--- config.mk ---
export PLATFORM = sky130hd
export DESIGN_NAME = pito_uart_txq_flat
export DESIGN_NICKNAME = d
export VERILOG_FILES = /design/src/rtl/pito_uart_txq_if.sv /design/src/rtl/pito_uart_txq.sv /design/src/flat_wrapper.sv
export SDC_FILE = /design/constraint.sdc
export NUM_CORES = 1
export LEC_CHECK = 0
export CAP_MARGIN = 10
export CORE_ASPECT_RATIO = 0.75
export CORE_MARGIN = 5
export CORE_UTILIZATION = 64
export CTS_CLUSTER_SIZE = 28
export DETAILED_ROUTE_END_ITERATION = 8
export GPL_ROUTABILITY_DRIVEN = 1
export PLACE_DENSITY = 0.85
export SLEW_MARGIN = 20
export SYNTH_ARGS = -nofsm -noshare
export SYNTH_HDL_FRONTEND = slang
export SYNTH_SLANG_ARGS = --single-unit
--- constraint.sdc ---
create_clock -name clk -period 4.9 [get_ports clk]
set_clock_uncertainty 0.15 [all_clocks]
set_input_delay 0.98 -clock clk [delete_from_list [all_inputs] [get_ports clk]]
set_output_delay 0.98 -clock clk [all_outputs]
set_load 0.05 [all_outputs]
--- src/rtl/pito_uart_txq_if.sv ---
// Handshake bundle between the core-side producer, the transmit queue and the UART.
// The slave modport is the queue's view; the master modport is the surrounding system.
interface pito_uart_txq_if #(
    parameter int DEPTH = 16
);
    localparam int LW = $clog2(DEPTH) + 1;

    logic          in_valid;
    logic [7:0]    in_data;
    logic          in_ready;
    logic          uart_wr;
    logic [7:0]    uart_data;
    logic          uart_busy;
    logic [LW-1:0] level;
    logic          empty;
    logic          idle;

    modport master (
        output in_valid, in_data, uart_busy,
        input  in_ready, uart_wr, uart_data, level, empty, idle
    );

    modport slave (
        input  in_valid, in_data, uart_busy,
        output in_ready, uart_wr, uart_data, level, empty, idle
    );
endinterface

--- src/rtl/pito_uart_txq.sv ---
// Byte FIFO feeding the pito UART transmitter through its wr/tx_data/busy interface.
// Optional LF -> CR LF expansion is enabled by defining PITO_UART_TXQ_CRLF_EN.
module pito_uart_txq #(
    parameter int DEPTH = 16
) (
    input  logic             clk,
    input  logic             rst,
    pito_uart_txq_if.slave   bus
);
    localparam int AW = $clog2(DEPTH);
    localparam int LW = AW + 1;

    typedef enum logic [1:0] {S_IDLE, S_HOLD, S_WAIT} state_t;

    state_t        state;
    logic [7:0]    mem [DEPTH];
    logic [AW-1:0] wr_ptr;
    logic [AW-1:0] rd_ptr;
    logic [LW-1:0] level_q;
    logic          uart_wr_q;
    logic [7:0]    uart_data_q;

    logic          full;
    logic          empty;
    logic          push;
    logic          issue;
    logic          pop;
    logic [7:0]    head;
    logic [7:0]    send_byte;

`ifdef PITO_UART_TXQ_CRLF_EN
    logic          crlf_pending;
    logic          cr_first;
`endif

    assign full  = (level_q == LW'(DEPTH));
    assign empty = (level_q == '0);
    // Full is taken from the registered level, so a pop never frees a slot in the same cycle.
    assign push  = bus.in_valid && !full;
    assign issue = (state == S_IDLE) && !empty && !bus.uart_busy;
    assign head  = mem[rd_ptr];

    // NOTE: every signal assigned here gets a default first, so no latch can be inferred.
    always_comb begin
        send_byte = head;
        pop       = issue;
`ifdef PITO_UART_TXQ_CRLF_EN
        cr_first  = (head == 8'h0A) && !crlf_pending;
        if (cr_first) begin
            send_byte = 8'h0D;
            pop       = 1'b0;
        end
`endif
    end

    // NOTE: the byte storage has no reset; the pointers and level alone define what is valid.
    always_ff @(posedge clk) begin
        if (push) begin
            mem[wr_ptr] <= bus.in_data;
        end
    end

    // NOTE: all state below uses non-blocking assignments so every register samples pre-edge values.
    always_ff @(posedge clk) begin
        if (rst) begin
            state       <= S_IDLE;
            wr_ptr      <= '0;
            rd_ptr      <= '0;
            level_q     <= '0;
            uart_wr_q   <= 1'b0;
            uart_data_q <= 8'h00;
`ifdef PITO_UART_TXQ_CRLF_EN
            crlf_pending <= 1'b0;
`endif
        end else begin
            uart_wr_q <= 1'b0;

            if (push) begin
                wr_ptr <= wr_ptr + AW'(1);
            end
            if (pop) begin
                rd_ptr <= rd_ptr + AW'(1);
            end

            case ({push, pop})
                2'b10:   level_q <= level_q + LW'(1);
                2'b01:   level_q <= level_q - LW'(1);
                default: level_q <= level_q;
            endcase

            case (state)
                S_IDLE: begin
                    if (issue) begin
                        uart_wr_q   <= 1'b1;
                        uart_data_q <= send_byte;
                        state       <= S_HOLD;
`ifdef PITO_UART_TXQ_CRLF_EN
                        crlf_pending <= cr_first;
`endif
                    end
                end
                // UART raises busy only one cycle after it sees wr; skip that blind cycle.
                S_HOLD:  state <= S_WAIT;
                S_WAIT: begin
                    if (!bus.uart_busy) begin
                        state <= S_IDLE;
                    end
                end
                default: state <= S_IDLE;
            endcase
        end
    end

    assign bus.in_ready  = !full;
    assign bus.uart_wr   = uart_wr_q;
    assign bus.uart_data = uart_data_q;
    assign bus.level     = level_q;
    assign bus.empty     = empty;
    assign bus.idle      = empty && (state == S_IDLE) && !bus.uart_busy;
endmodule
--- src/flat_wrapper.sv ---
// flat-port wrapper written by rule: the top's interface ports become plain ports
module pito_uart_txq_flat 
#(
    parameter int DEPTH = 16
)
  (clk, rst, bus_in_valid, bus_in_data, bus_uart_busy, bus_in_ready, bus_uart_wr, bus_uart_data, bus_level, bus_empty, bus_idle);
  pito_uart_txq_if #(.DEPTH(DEPTH)) bus_i ();
  input  logic clk;
  input  logic rst;
  input wire logic [$bits(bus_i.in_valid)-1:0] bus_in_valid;
  input wire logic [$bits(bus_i.in_data)-1:0] bus_in_data;
  input wire logic [$bits(bus_i.uart_busy)-1:0] bus_uart_busy;
  output wire logic [$bits(bus_i.in_ready)-1:0] bus_in_ready;
  output wire logic [$bits(bus_i.uart_wr)-1:0] bus_uart_wr;
  output wire logic [$bits(bus_i.uart_data)-1:0] bus_uart_data;
  output wire logic [$bits(bus_i.level)-1:0] bus_level;
  output wire logic [$bits(bus_i.empty)-1:0] bus_empty;
  output wire logic [$bits(bus_i.idle)-1:0] bus_idle;
  assign bus_i.in_valid = bus_in_valid;
  assign bus_i.in_data = bus_in_data;
  assign bus_i.uart_busy = bus_uart_busy;
  assign bus_in_ready = bus_i.in_ready;
  assign bus_uart_wr = bus_i.uart_wr;
  assign bus_uart_data = bus_i.uart_data;
  assign bus_level = bus_i.level;
  assign bus_empty = bus_i.empty;
  assign bus_idle = bus_i.idle;
  pito_uart_txq #(.DEPTH(DEPTH)) u_core (.clk(clk), .rst(rst), .bus(bus_i));
endmodule
==> results.txt <==
Reg2reg end: u_core.bus.level[4]$_SDFFE_PP0P_
Main combinational cell family by area after synthesis: multiplexers
Max-cap violations: 0
Final GP Congestion: 0.848
# rows: 31
DIE HEIGHT: 95.2 um
Share of the synthesized area in the top cell type: 62.0%
CTS Sinks: 152
Compound-Gate Fraction of Synth Area: 6.50%
H-tree levels: 4
I/O pin total: 29
Synth unique cells: 46
Initial core utilization: 65.0%
WP data arrival: 3990 ps
Share of cells above drive strength 1: 9.68%
R2R Setup Slk: 1620 ps
Worst r2r src: u_core.bus.level[2]$_SDFFE_PP0P_
Worst hold path depth: 2
Final WL: 12600 um
CP max stage delay: 430 ps
Synth area leaders: edfxtp_1 (62%), mux2i_1 (11%), dfxtp_1 (7.7%), o22ai_1 (3.3%), nor2_1 (2.1%)
Hold Buf Count CTS: 0
Drt wl/cell: 21.9 um
Cells after synthesis: 406
Post-Syn Area: 6200 um2
Final Cycle Share: 78.5%
Clock root buffer: clkbuf_16
Setup bufs post-CTS: 0
Mux share of post-synthesis cell area: 11.2%
Final Hold Fails: 0
Startpoint Class: input pin
Num CTS Buffers: 17
Max Root-Sink Buffers: 2
ANT cells: 0
CP max stage cell: clkdlybuf4s50_1
Fill cells: 589
Maximum clock rate: 260 MHz
Post-layout instance area: 7050 um2
Core box area: 9540 um2
Clock latency on the worst-skew pair: 420 ps
Port Buf Inserts: 28
Vias in the first global route: 3472
Post-synth EDFFs: 128
Initial antenna violation count: 0
Lkg Pwr: 2.22 nW
R2r worst-path depth: 10
Area Growth Syn to Fin: 13.7%
Status: finished, final reports clean
Slew Viols, Final: 0
Residual DRC count: 0
Post-Syn Nets: 426
Yosys reg bits: 152
Synth Area in Simple Gates: 6.90%
Layer with the highest usage: met2
Clk pin slew, worst setup/hold paths: 50 ps
Most frequent cells in the layout: edfxtp_1 (128), mux2i_1 (67), nor2_1 (35)
DP HPWL: 8120 um
Met1 GRT Util: 29.9%
RSZ-0062 raised after global routing: no
Placed cell areas: 6540 um2
Adder-Cell Fraction of Synth Area: 1.61%
Most common cell after layout, fill and taps aside: edfxtp_1
Worst Max-Slew Pin Slew: 1040 ps
Synth Flop Type: edfxtp_1
Yosys top cell by area: edfxtp_1
CP most frequent cell: ha_1
Nature of the critical path endpoint: flip-flop
Crit Path Max Fanout: 22
Met3 Use GR: 8.07%
Hold Crit Start: u_core.state[0]$_SDFFE_PP0P_
First drt pass iteration count: 5
Met2 usage: 36.2%
Pwr dens: 508 nW/um2
Hold crit path type: flip-flop to flip-flop
Antenna Violating Nets Remaining: 0
Nets: 451
Via count: 3537
Relative slew slack: 30.6%
Synth Warn #: 0
Largest net degree at the start of global routing: 52
Hold Path End: u_core.state[1]$_SDFFE_PP0P_
Maximum vdd drop: 0.323 mV
Sequential fraction of the synthesis area: 69.7%
First-pass GRT wire length: 19000 um
Total Routing Usage GR: 23.1%
Setup violators final: 0
Die area: 11800 um2
Setup tns final: 0 ps
Synth Area in XOR/XNOR: 1.27%
DR iter-0 viols: 276
CTS tree: built
Grt total ovfl: 0
Critical path type: input pin to flip-flop
Async SR Flop Fraction: 0%
Synth Area per Inst: 15.3 um2
Req. time, crit path: 5050 ps
Critical Path, Cell by Cell: clkdlybuf4s50_1 > nor3_2 > a21boi_2 > buf_4 > ha_1 > xor2_1 > ha_1 > a21oi_1 > or3_1 > a31oi_1 > mux2_1
Min Tclk post-route: 3850 ps
Die W: 124 um
Cts repair resizes: 0
Via-to-Cell Ratio: 6.14
cell usage after synthesis (4+ instances only):
library cell / instances
o22ai_1: 33
xor2_1: 7
mux2i_1: 67
clkbuf_1: 6
ha_1: 8
nand2_1: 6
buf_4: 6
nor2_1: 35
buf_2: 9
edfxtp_1: 128
a211oi_1: 7
nor2b_1: 5
nor3_1: 5
nand3b_1: 4
nor4_1: 8
dfxtp_1: 24
how the worst max path moves through the flow:
| stage | from | to | slack [ps] | cells past startpoint |
|---|---|---|---|---|
| after global placement | bus_uart_busy | u_core.bus.level[4]$_SDFFE_PP0P_ | 900 | 11 |
| after detailed placement | bus_uart_busy | u_core.bus.level[4]$_SDFFE_PP0P_ | 710 | 11 |
| final | bus_uart_busy | u_core.bus.level[4]$_SDFFE_PP0P_ | 1050 | 11 |
| after floorplan | bus_uart_busy | u_core.bus.level[4]$_SDFFE_PP0P_ | 1340 | 11 |
| after CTS | bus_uart_busy | u_core.bus.level[4]$_SDFFE_PP0P_ | 1090 | 11 |
| after global routing | bus_uart_busy | u_core.bus.level[4]$_SDFFE_PP0P_ | 880 | 11 |
per-stage QoR:
| step | std cells | setup WS, ps | total power, W | hold WS, ps | util [%] |
|---|---|---|---|---|---|
| after floorplan | 406 | 1340 | 0.00220 | 318 | - |
| after global placement | 544 | 898 | 0.00243 | 335 | 68.5 |
| after detailed placement | 544 | 709 | 0.00247 | 337 | 68.5 |
| after CTS | 576 | 1090 | 0.00359 | 350 | 73.9 |
| after global routing | 576 | 877 | 0.00372 | 383 | 73.9 |
| final | 576 | 1050 | 0.00358 | 351 | 73.9 |
critical path, delay by kind of cell:
family                   cells  cell delay (ps)
AO/OA/AOI/OAI                3              550
multiplexers                 1              380
AND/OR/NAND/NOR              2              610
buffers and inverters        2              710
XOR/XNOR                     1              190
adder cells (fa/ha/maj)      2              570
metal layers:
| layer | vias up | part of all wire (%) |
|---|---|---|
| met5 | - | 0 |
| met4 | 0 | 1.8 |
| met3 | 22 | 8.4 |
| met2 | 137 | 48 |
| met1 | 1763 | 41 |
| li1 | 1615 | - |
state kept, by name, summed over array words and instances, names as in the netlist:
register              flops
u_core.bus.level          5
u_core.state              2
u_core.rd_ptr             4
u_core.mem              128
u_core.bus.uart_wr        1
u_core.wr_ptr             4
u_core.bus.uart_data      8
layout make-up:
type,count,area (um2),area share [%]
flip-flops and latches,152,4330,61.4
repair buffers,33,318,4.51
multi-input cells,223,1710,24.3
clock inverters,4,23.8,0.337
inverters,4,15.0,0.213
well taps,132,165,2.34
clock buffers,28,487,6.91
power by group:
part	internal [W]	switching, W
Clock	0.000671	0.000454
Sequential	0.00149	0.0000953
Combinational	0.000305	0.000565
Total	0.00247	0.00111
cells by family (layout without fill, tap and decap cells):
group                    after synthesis  in the layout
multiplexers                          69             69
AND/OR/NAND/NOR                       80             80
adder cells (fa/ha/maj)                8              8
buffers and inverters                 31             69
AO/OA/AOI/OAI                         57             57
XOR/XNOR                               9              9
flip-flops                           152            152
Power figures use the tool's default switching activity.
